--- config.mk ---
export PLATFORM = sky130hd
export DESIGN_NAME = pcie_tx_tlp_gen
export DESIGN_NICKNAME = d
export VERILOG_FILES = /design/src/rtl/pcie_tx_tlp_gen_pkg.sv /design/src/rtl/pcie_tx_tlp_gen.sv
export SDC_FILE = /design/constraint.sdc
export NUM_CORES = 1
export LEC_CHECK = 0
export BUFFER_PORTS_ARGS = -buffer_cell sky130_fd_sc_hd__buf_4
export CORE_AREA = 4 4 178 180
export DETAILED_ROUTE_END_ITERATION = 6
export DIE_AREA = 0 0 182 184
export PLACE_DENSITY = 0.7
export SLEW_MARGIN = 20
export SYNTH_ARGS = -nofsm -noshare
export SYNTH_HDL_FRONTEND = slang
export SYNTH_SLANG_ARGS = --single-unit
--- constraint.sdc ---
create_clock -name pcie_user_clk -period 4.9 [get_ports pcie_user_clk]
set_input_delay 0.245 -clock pcie_user_clk [delete_from_list [all_inputs] [get_ports pcie_user_clk]]
set_output_delay 0.245 -clock pcie_user_clk [all_outputs]
set_load 0.05 [all_outputs]
--- src/rtl/pcie_tx_tlp_gen_pkg.sv ---
// -----------------------------------------------------------------------------
// pcie_tx_tlp_gen_pkg
// Shared constants for the PCIe TX TLP generator: arbiter type codes, AXI
// stream tdest codes, maximum payload length in DW, FSM state encoding and
// small helpers for MWr beat count and last-beat keep.
// -----------------------------------------------------------------------------
package pcie_tx_tlp_gen_pkg;

  // Arbiter request type codes (one-hot).
  localparam logic [2:0] C_TYPE_CPLD = 3'b001;
  localparam logic [2:0] C_TYPE_MRD  = 3'b010;
  localparam logic [2:0] C_TYPE_MWR  = 3'b100;

  // tdest routing: requester path vs completer path.
  localparam logic C_TDEST_REQ = 1'b0;
  localparam logic C_TDEST_CPL = 1'b1;

  // Largest legal payload in DW.
  localparam logic [10:0] C_MAX_DW_LEN = 11'd1024;

  typedef enum logic [1:0] {
    ST_IDLE    = 2'd0,
    ST_HEAD    = 2'd1,
    ST_PAYLOAD = 2'd2
  } tx_state_e;

  // Number of 128-bit payload beats for a DW length (len <= 1024 -> <= 256).
  function automatic logic [8:0] mwr_beats(input logic [10:0] len_dw);
    return 9'((len_dw + 11'd3) >> 2);
  endfunction

  // Per-DW keep of the final payload beat, from the DW count modulo 4.
  function automatic logic [3:0] last_keep(input logic [1:0] len_lsb);
    logic [3:0] keep;
    case (len_lsb)
      2'b01:   keep = 4'b0001;
      2'b10:   keep = 4'b0011;
      2'b11:   keep = 4'b0111;
      default: keep = 4'b1111;
    endcase
    return keep;
  endfunction

endpackage

--- src/rtl/pcie_tx_tlp_gen.sv ---
// -----------------------------------------------------------------------------
// pcie_tx_tlp_gen
// Turns one arbiter grant (CplD / MRd / MWr) into a TLP on a 128-bit AXI
// stream: a header beat, then either the CplD second data DW or the MWr
// payload forwarded from tx_mwr_data. A single output register holds the
// beat on tx_axis_* and is stable while tvalid & !tready.
//
// Ports
//   pcie_user_clk / pcie_user_rst        clock, synchronous active-high reset
//   tx_arb_valid/_gnt/_type/_rdy         request handshake from the arbiter
//   tx_pcie_len, tx_pcie_head            DW length, complete 128-bit header
//   tx_cpld_udata                        second DW of a 2-DW completion
//   tx_mwr_data/_valid/_rdy              MWr payload stream (upstream)
//   tx_axis_t*                           TLP stream (tkeep per DW)
//   tx_done, tx_done_gnt                 1-cycle pulse + grant of finished TLP
//   tx_err_len                           sticky illegal-length flag
// C_PCIE_DATA_WIDTH: only 128 is supported.
// -----------------------------------------------------------------------------
module pcie_tx_tlp_gen
  import pcie_tx_tlp_gen_pkg::*;
#(
  parameter int C_PCIE_DATA_WIDTH = 128
) (
  input  logic                         pcie_user_clk,
  input  logic                         pcie_user_rst,
  input  logic                         tx_arb_valid,
  input  logic [5:0]                   tx_arb_gnt,
  input  logic [2:0]                   tx_arb_type,
  input  logic [10:0]                  tx_pcie_len,
  input  logic [C_PCIE_DATA_WIDTH-1:0] tx_pcie_head,
  input  logic [31:0]                  tx_cpld_udata,
  output logic                         tx_arb_rdy,
  input  logic [C_PCIE_DATA_WIDTH-1:0] tx_mwr_data,
  input  logic                         tx_mwr_data_valid,
  output logic                         tx_mwr_data_rdy,
  output logic [C_PCIE_DATA_WIDTH-1:0] tx_axis_tdata,
  output logic [3:0]                   tx_axis_tkeep,
  output logic                         tx_axis_tlast,
  output logic                         tx_axis_tdest,
  output logic                         tx_axis_tvalid,
  input  logic                         tx_axis_tready,
  output logic                         tx_done,
  output logic [5:0]                   tx_done_gnt,
  output logic                         tx_err_len
);

  tx_state_e                    state_q, state_d;
  logic [5:0]                   gnt_q, gnt_d;
  logic [2:0]                   type_q, type_d;
  logic [10:0]                  len_q, len_d;
  logic [31:0]                  udata_q, udata_d;
  logic [8:0]                   cnt_q, cnt_d;      // MWr payload beats still to take
  logic                         tvalid_q, tvalid_d;
  logic [C_PCIE_DATA_WIDTH-1:0] tdata_q, tdata_d;
  logic [3:0]                   tkeep_q, tkeep_d;
  logic                         tlast_q, tlast_d;
  logic                         tdest_q, tdest_d;
  logic                         done_q, done_d;
  logic [5:0]                   done_gnt_q, done_gnt_d;
  logic                         err_q, err_d;

  logic beat_xfer;
  logic mwr_take;
  logic known_type;
  logic is_cpld;
  logic len_bad;
  logic [10:0] eff_len;

  // Combinational handshakes are gated by reset so nothing is offered or
  // consumed while the block is being reset.
  assign tx_arb_rdy      = !pcie_user_rst && (state_q == ST_IDLE);
  // A payload beat may enter the output register when it is empty or draining.
  assign tx_mwr_data_rdy = !pcie_user_rst && (state_q == ST_PAYLOAD) &&
                           (type_q == C_TYPE_MWR) && (cnt_q != 9'd0) &&
                           (!tvalid_q || tx_axis_tready);

  assign beat_xfer = tvalid_q && tx_axis_tready;
  assign mwr_take  = tx_mwr_data_valid && tx_mwr_data_rdy;

  assign known_type = (tx_arb_type == C_TYPE_CPLD) || (tx_arb_type == C_TYPE_MRD) ||
                      (tx_arb_type == C_TYPE_MWR);
  assign is_cpld    = (tx_arb_type == C_TYPE_CPLD);
  assign len_bad    = (tx_pcie_len == 11'd0) || (tx_pcie_len > C_MAX_DW_LEN) ||
                      (is_cpld && (tx_pcie_len > 11'd2));
  // Oversized lengths are clamped so the 9-bit beat counter cannot wrap.
  assign eff_len    = (tx_pcie_len > C_MAX_DW_LEN) ? C_MAX_DW_LEN : tx_pcie_len;

  always_comb begin
    // NOTE: every *_d gets a hold value first so no path leaves it unassigned,
    // which would otherwise infer a latch.
    state_d    = state_q;
    gnt_d      = gnt_q;
    type_d     = type_q;
    len_d      = len_q;
    udata_d    = udata_q;
    cnt_d      = cnt_q;
    tvalid_d   = tvalid_q;
    tdata_d    = tdata_q;
    tkeep_d    = tkeep_q;
    tlast_d    = tlast_q;
    tdest_d    = tdest_q;
    done_d     = 1'b0;
    done_gnt_d = 6'd0;
    err_d      = err_q;

    unique case (state_q)
      ST_IDLE: begin
        // Unknown types are accepted and silently dropped (stay in IDLE).
        if (tx_arb_valid && tx_arb_rdy && known_type) begin
          gnt_d    = tx_arb_gnt;
          type_d   = tx_arb_type;
          len_d    = eff_len;
          udata_d  = tx_cpld_udata;
          err_d    = err_q || len_bad;
          tvalid_d = 1'b1;
          tdata_d  = tx_pcie_head;
          tkeep_d  = 4'b1111;
          tdest_d  = is_cpld ? C_TDEST_CPL : C_TDEST_REQ;
          // Header-only TLPs: MRd, 1-DW CplD, and any zero-length request.
          tlast_d  = (tx_arb_type == C_TYPE_MRD) || (tx_pcie_len == 11'd0) ||
                     (is_cpld && (tx_pcie_len == 11'd1));
          state_d  = ST_HEAD;
        end
      end

      ST_HEAD: begin
        if (beat_xfer) begin
          if (tlast_q) begin
            tvalid_d   = 1'b0;
            done_d     = 1'b1;
            done_gnt_d = gnt_q;
            state_d    = ST_IDLE;
          end else if (type_q == C_TYPE_CPLD) begin
            // CplD len >= 2 always sends exactly one extra DW.
            tdata_d = {{(C_PCIE_DATA_WIDTH-32){1'b0}}, udata_q};
            tkeep_d = 4'b0001;
            tlast_d = 1'b1;
            state_d = ST_PAYLOAD;
          end else begin
            tvalid_d = 1'b0;
            cnt_d    = mwr_beats(len_q);
            state_d  = ST_PAYLOAD;
          end
        end
      end

      ST_PAYLOAD: begin
        if (beat_xfer) begin
          tvalid_d = 1'b0;
          if (tlast_q) begin
            done_d     = 1'b1;
            done_gnt_d = gnt_q;
            state_d    = ST_IDLE;
          end
        end
        // A new payload beat may replace the one leaving in the same cycle.
        if (mwr_take) begin
          tvalid_d = 1'b1;
          tdata_d  = tx_mwr_data;
          tlast_d  = (cnt_q == 9'd1);
          tkeep_d  = (cnt_q == 9'd1) ? last_keep(len_q[1:0]) : 4'b1111;
          cnt_d    = cnt_q - 9'd1;
        end
      end

      default: state_d = ST_IDLE;
    endcase
  end

  always_ff @(posedge pcie_user_clk) begin
    // NOTE: state registers use non-blocking assignments so every flop samples
    // the pre-edge values regardless of statement order.
    if (pcie_user_rst) begin
      // NOTE: the datapath registers are reset too, because tdata/tkeep must
      // read as zero during reset, not just tvalid.
      state_q    <= ST_IDLE;
      gnt_q      <= 6'd0;
      type_q     <= 3'd0;
      len_q      <= 11'd0;
      udata_q    <= 32'd0;
      cnt_q      <= 9'd0;
      tvalid_q   <= 1'b0;
      tdata_q    <= '0;
      tkeep_q    <= 4'd0;
      tlast_q    <= 1'b0;
      tdest_q    <= 1'b0;
      done_q     <= 1'b0;
      done_gnt_q <= 6'd0;
      err_q      <= 1'b0;
    end else begin
      state_q    <= state_d;
      gnt_q      <= gnt_d;
      type_q     <= type_d;
      len_q      <= len_d;
      udata_q    <= udata_d;
      cnt_q      <= cnt_d;
      tvalid_q   <= tvalid_d;
      tdata_q    <= tdata_d;
      tkeep_q    <= tkeep_d;
      tlast_q    <= tlast_d;
      tdest_q    <= tdest_d;
      done_q     <= done_d;
      done_gnt_q <= done_gnt_d;
      err_q      <= err_d;
    end
  end

  assign tx_axis_tvalid = tvalid_q;
  assign tx_axis_tdata  = tdata_q;
  assign tx_axis_tkeep  = tkeep_q;
  assign tx_axis_tlast  = tlast_q;
  assign tx_axis_tdest  = tdest_q;
  assign tx_done        = done_q;
  assign tx_done_gnt    = done_gnt_q;
  assign tx_err_len     = err_q;

endmodule

==> flow_summary_export.csv <==
group,metric,value,unit
final_layout,drive_gt1_share,32.7,%
timing,fin_tns_setup,0,ns
timing,rsz0062_at_grt,"false",
global_routing,grt_max_degree,101,
setup_path,cp-start-kind,"flop",
setup_path,worstSetupStartpoint,"type_q[2]",
setup_path,reg2regPathDepth,6,
timing,max_slew_margin,25.7,%
place,dp_hpwl,28.2,mm
power_and_ir_drop,power.static_leakage,6.14,nW
floorplanning,die_h,184,um
clock_network,postCtsSetupBuffers,0,
timing,fin_worst_skew,0.0117,ns
setup_path,critical-path-slowest-cell,"nand3_2",
setup_path,cp_num_buf_inv,1,
yosys,yosysWarnings,0,
place,place.gp.congestion,0.838,
detailed_routing,num_vias,10945,
timing,hold_viol,0,
clock_network,cts.htree.levels,1,
yosys,synthArstFlopShare,0,%
run,max_cap_violations,0,
setup_path,critPathCaptureType,"flop",
clock_network,cts_tree,"yes",
timing,setup_viol,0,
setup_path,arrival,3.85,ns
yosys,synth_ff_type,"dfxtp_1",
floorplanning,pin_count,458,
timing,clock.fmax,290,MHz
yosys,yosysUniqueCellTypes,61,
timing,final_max_slew_viol_count,0,
power_and_ir_drop,ir_drop,0.592,mV
floorplanning,core_area,30200,um2
clock_network,cts_root_buf,"clkbuf_16",
worst_hold_path,hold_path.class,"in -> reg",
final_layout,post-route-util,49.0,%
clock_network,clk_latency,0.51,ns
global_routing,grt_pass1_vias,10042,
detailed_routing,routed_wirelength,39.9,mm
setup_path,required,5.31,ns
timing,fin_crit,3.44,ns
yosys,synth_nets,1525,
global_routing,grt_overflow_total,0,
floorplanning,die_width,182,um
power_and_ir_drop,p_per_area,599,nW/um2
detailed_routing,remaining_drc_errors,0,
detailed_routing,routed_via_density,5.39,
final_layout,syn_to_final_growth,47.0,%
timing,worstMarginPinSlew,1.11,ns
yosys,synth_edf_count,0,
setup_path,r2r-start,"type_q[2]",
yosys,ys_ff_latch,206,
setup_path,crit_path_max_incr_delay,1.03,ns
setup_path,rrSetupSlack,1.46,ns
detailed_routing,postRouteAntennaNets,0,
floorplanning,dieArea,33500,um2
yosys,ys_seq_area_share,41.0,%
clock_network,cts_made_buffers,23,
setup_path,cp_cell_sequence,"nor3b_1, nand2_1, nand2_4, buf_4, nand3_2, mux2i_1",
global_routing,antenna_found_initial,1,
final_layout,nets,1940,
floorplanning,rows,64,
yosys,syn_avg_cell_area,8.37,um2
yosys,syn_area,10100,um2
global_routing,grt_pass1_wl,59.0,mm
setup_path,cpLargestDelayFamily,"simple AND/OR/NAND/NOR gates",
place,port_buffers,457,
detailed_routing,drt-pass1-iter-count,6,
clock_network,clock-sinks,206,
setup_path,r2r-end,"tx_axis_tdata[17]",
clock_network,path_clk_slew,0.06,ns
setup_path,crit_fanout,97,
setup_path,path_depth,6,
yosys,synth_cells,1202,
detailed_routing,wl_per_cell,19.7,um
setup_path,critPathCapture,"tx_axis_tdata[17]",
global_routing,grt_util_all_layers,21.6,%
timing,period_share,70.3,%
setup_path,crit_type,"reg -> reg",
floorplanning,start_util,33.3,%
clock_network,cts_buffer_depth,3,
detailed_routing,drtIter0Drc,840,
status,outcome,"completed",
[Yosys cell counts (all sizes together) (12+ instances only)]
cell,n,share of area [%]
o211ai,33,2.5
nand2,156,5.8
dfxtp,206,41
mux2i,35,3.5
buf,52,2.8
a211oi,97,7.7
o21ai,12,0.60
a31oi,98,6.1
a21oi,157,8.0
nor2b,99,6.2
clkbuf,72,2.7
a22oi,38,2.8
nor2,23,0.86
[sequential cells by signal (all words and copies together) (netlist names)]
| name | count |
|---|---|
| tx_axis_tlast | 1 |
| cnt_q | 9 |
| tx_axis_tvalid | 1 |
| type_q | 3 |
| tx_axis_tdest | 1 |
| tx_axis_tdata | 128 |
| tx_axis_tkeep | 4 |
| gnt_q | 6 |
| tx_done_gnt | 6 |
| tx_done | 1 |
| tx_err_len | 1 |
| state_q | 2 |
| udata_q | 32 |
| len_q | 11 |
[metal layers]
metal	global-route usage (%)	routed length, um
met1	28.5	16400
met2	36.7	19800
met3	3.88	2520
met4	5.73	1140
met5	0	0
[logic make-up after synthesis]
group	after synthesis	synth area share, %
xor gates and xnor gates	10	0.870
DFF	206	41.0
and+or+nand+nor	336	16.9
buffers and inverters	135	5.88
adders and majority gates	10	1.24
AOI/OAI and AO/OA	468	30.4
muxes	37	3.71
[worst min-delay path, delay by kind of cell]
family	cells	cell delay, ns
AOI/OAI and AO/OA	1	0.07
buffers and inverters	1	0.08
muxes	1	0.11
[cell type report]
class	instances	area, um2
inverters	11	41.3
clock inverters	4	52.6
well taps	396	495
fillers	2831	15400
repair buffers	514	3980
flip-flops and latches	206	4120
diodes	1	2.50
clock buffers	36	704
multi-input cells	861	5390
[stage by stage]
step | hold slack (ns) | std cells | area [um2] | setup WS, ns | power (W)
2_1_floorplan | 0.381 | 1202 | 10100 | 2.81 | 0.00567
3_3_place_gp | 0.434 | 1943 | 13600 | 1.53 | 0.00706
3_5_place_dp | 0.441 | 1943 | 13600 | 1.45 | 0.00713
4_1_cts | 0.000638 | 2028 | 14800 | 1.48 | 0.00891
5_1_grt | 0.0110 | 2029 | 14800 | 1.17 | 0.00931
6_report | 0.0281 | 2029 | 14800 | 1.46 | 0.00886
[timing repair]
item,in CTS,in global routing
gates resized for setup,0,0
hold endpoints to repair,45,0
hold buffers,45,0
[cell usage in the layout, fill, tap and decap left out, drive strengths merged, types with 3 or more instances in the layout]
| cell | n |
|---|---|
| o21ai | 12 |
| a22oi | 38 |
| buf | 469 |
| nand2b | 3 |
| xor2 | 9 |
| o211ai | 33 |
| nand3 | 10 |
| nor2 | 23 |
| nor3b | 6 |
| dlygate4sd3 | 45 |
| inv | 11 |
| a31oi | 98 |
| clkbuf | 36 |
| nor3 | 6 |
| o2111ai | 7 |
| and2 | 8 |
| or4 | 6 |
| ha | 10 |
| a21oi | 157 |
| clkinv | 3 |
| o31ai | 7 |
| dfxtp | 206 |
| nor2b | 99 |
| mux2i | 35 |
| a211oi | 97 |
| nand2 | 156 |
| nand3b | 3 |
[worst min path at each step]
stage	start	endpoint	slack (ns)	cells after the start
after floorplan	tx_arb_gnt[0]	gnt_q[0]	0.38	2
after global placement	gnt_q[0]	tx_done_gnt[0]	0.43	1
after detailed placement	tx_err_len	tx_err_len	0.44	2
after CTS	tx_pcie_head[12]	tx_axis_tdata[12]	0.0006	3
after global routing	tx_pcie_head[29]	tx_axis_tdata[29]	0.01	3
final	tx_pcie_head[12]	tx_axis_tdata[12]	0.03	3
[power by group]
group | switching [W] | internal [W] | leakage, nW
logic | 0.00325 | 0.00151 | 4.09
clock network | 0.000690 | 0.00104 | 0.374
registers | 0.000264 | 0.00212 | 1.68
total | 0.00420 | 0.00466 | 6.14
Note: power is estimated with default switching activity, not from simulation.
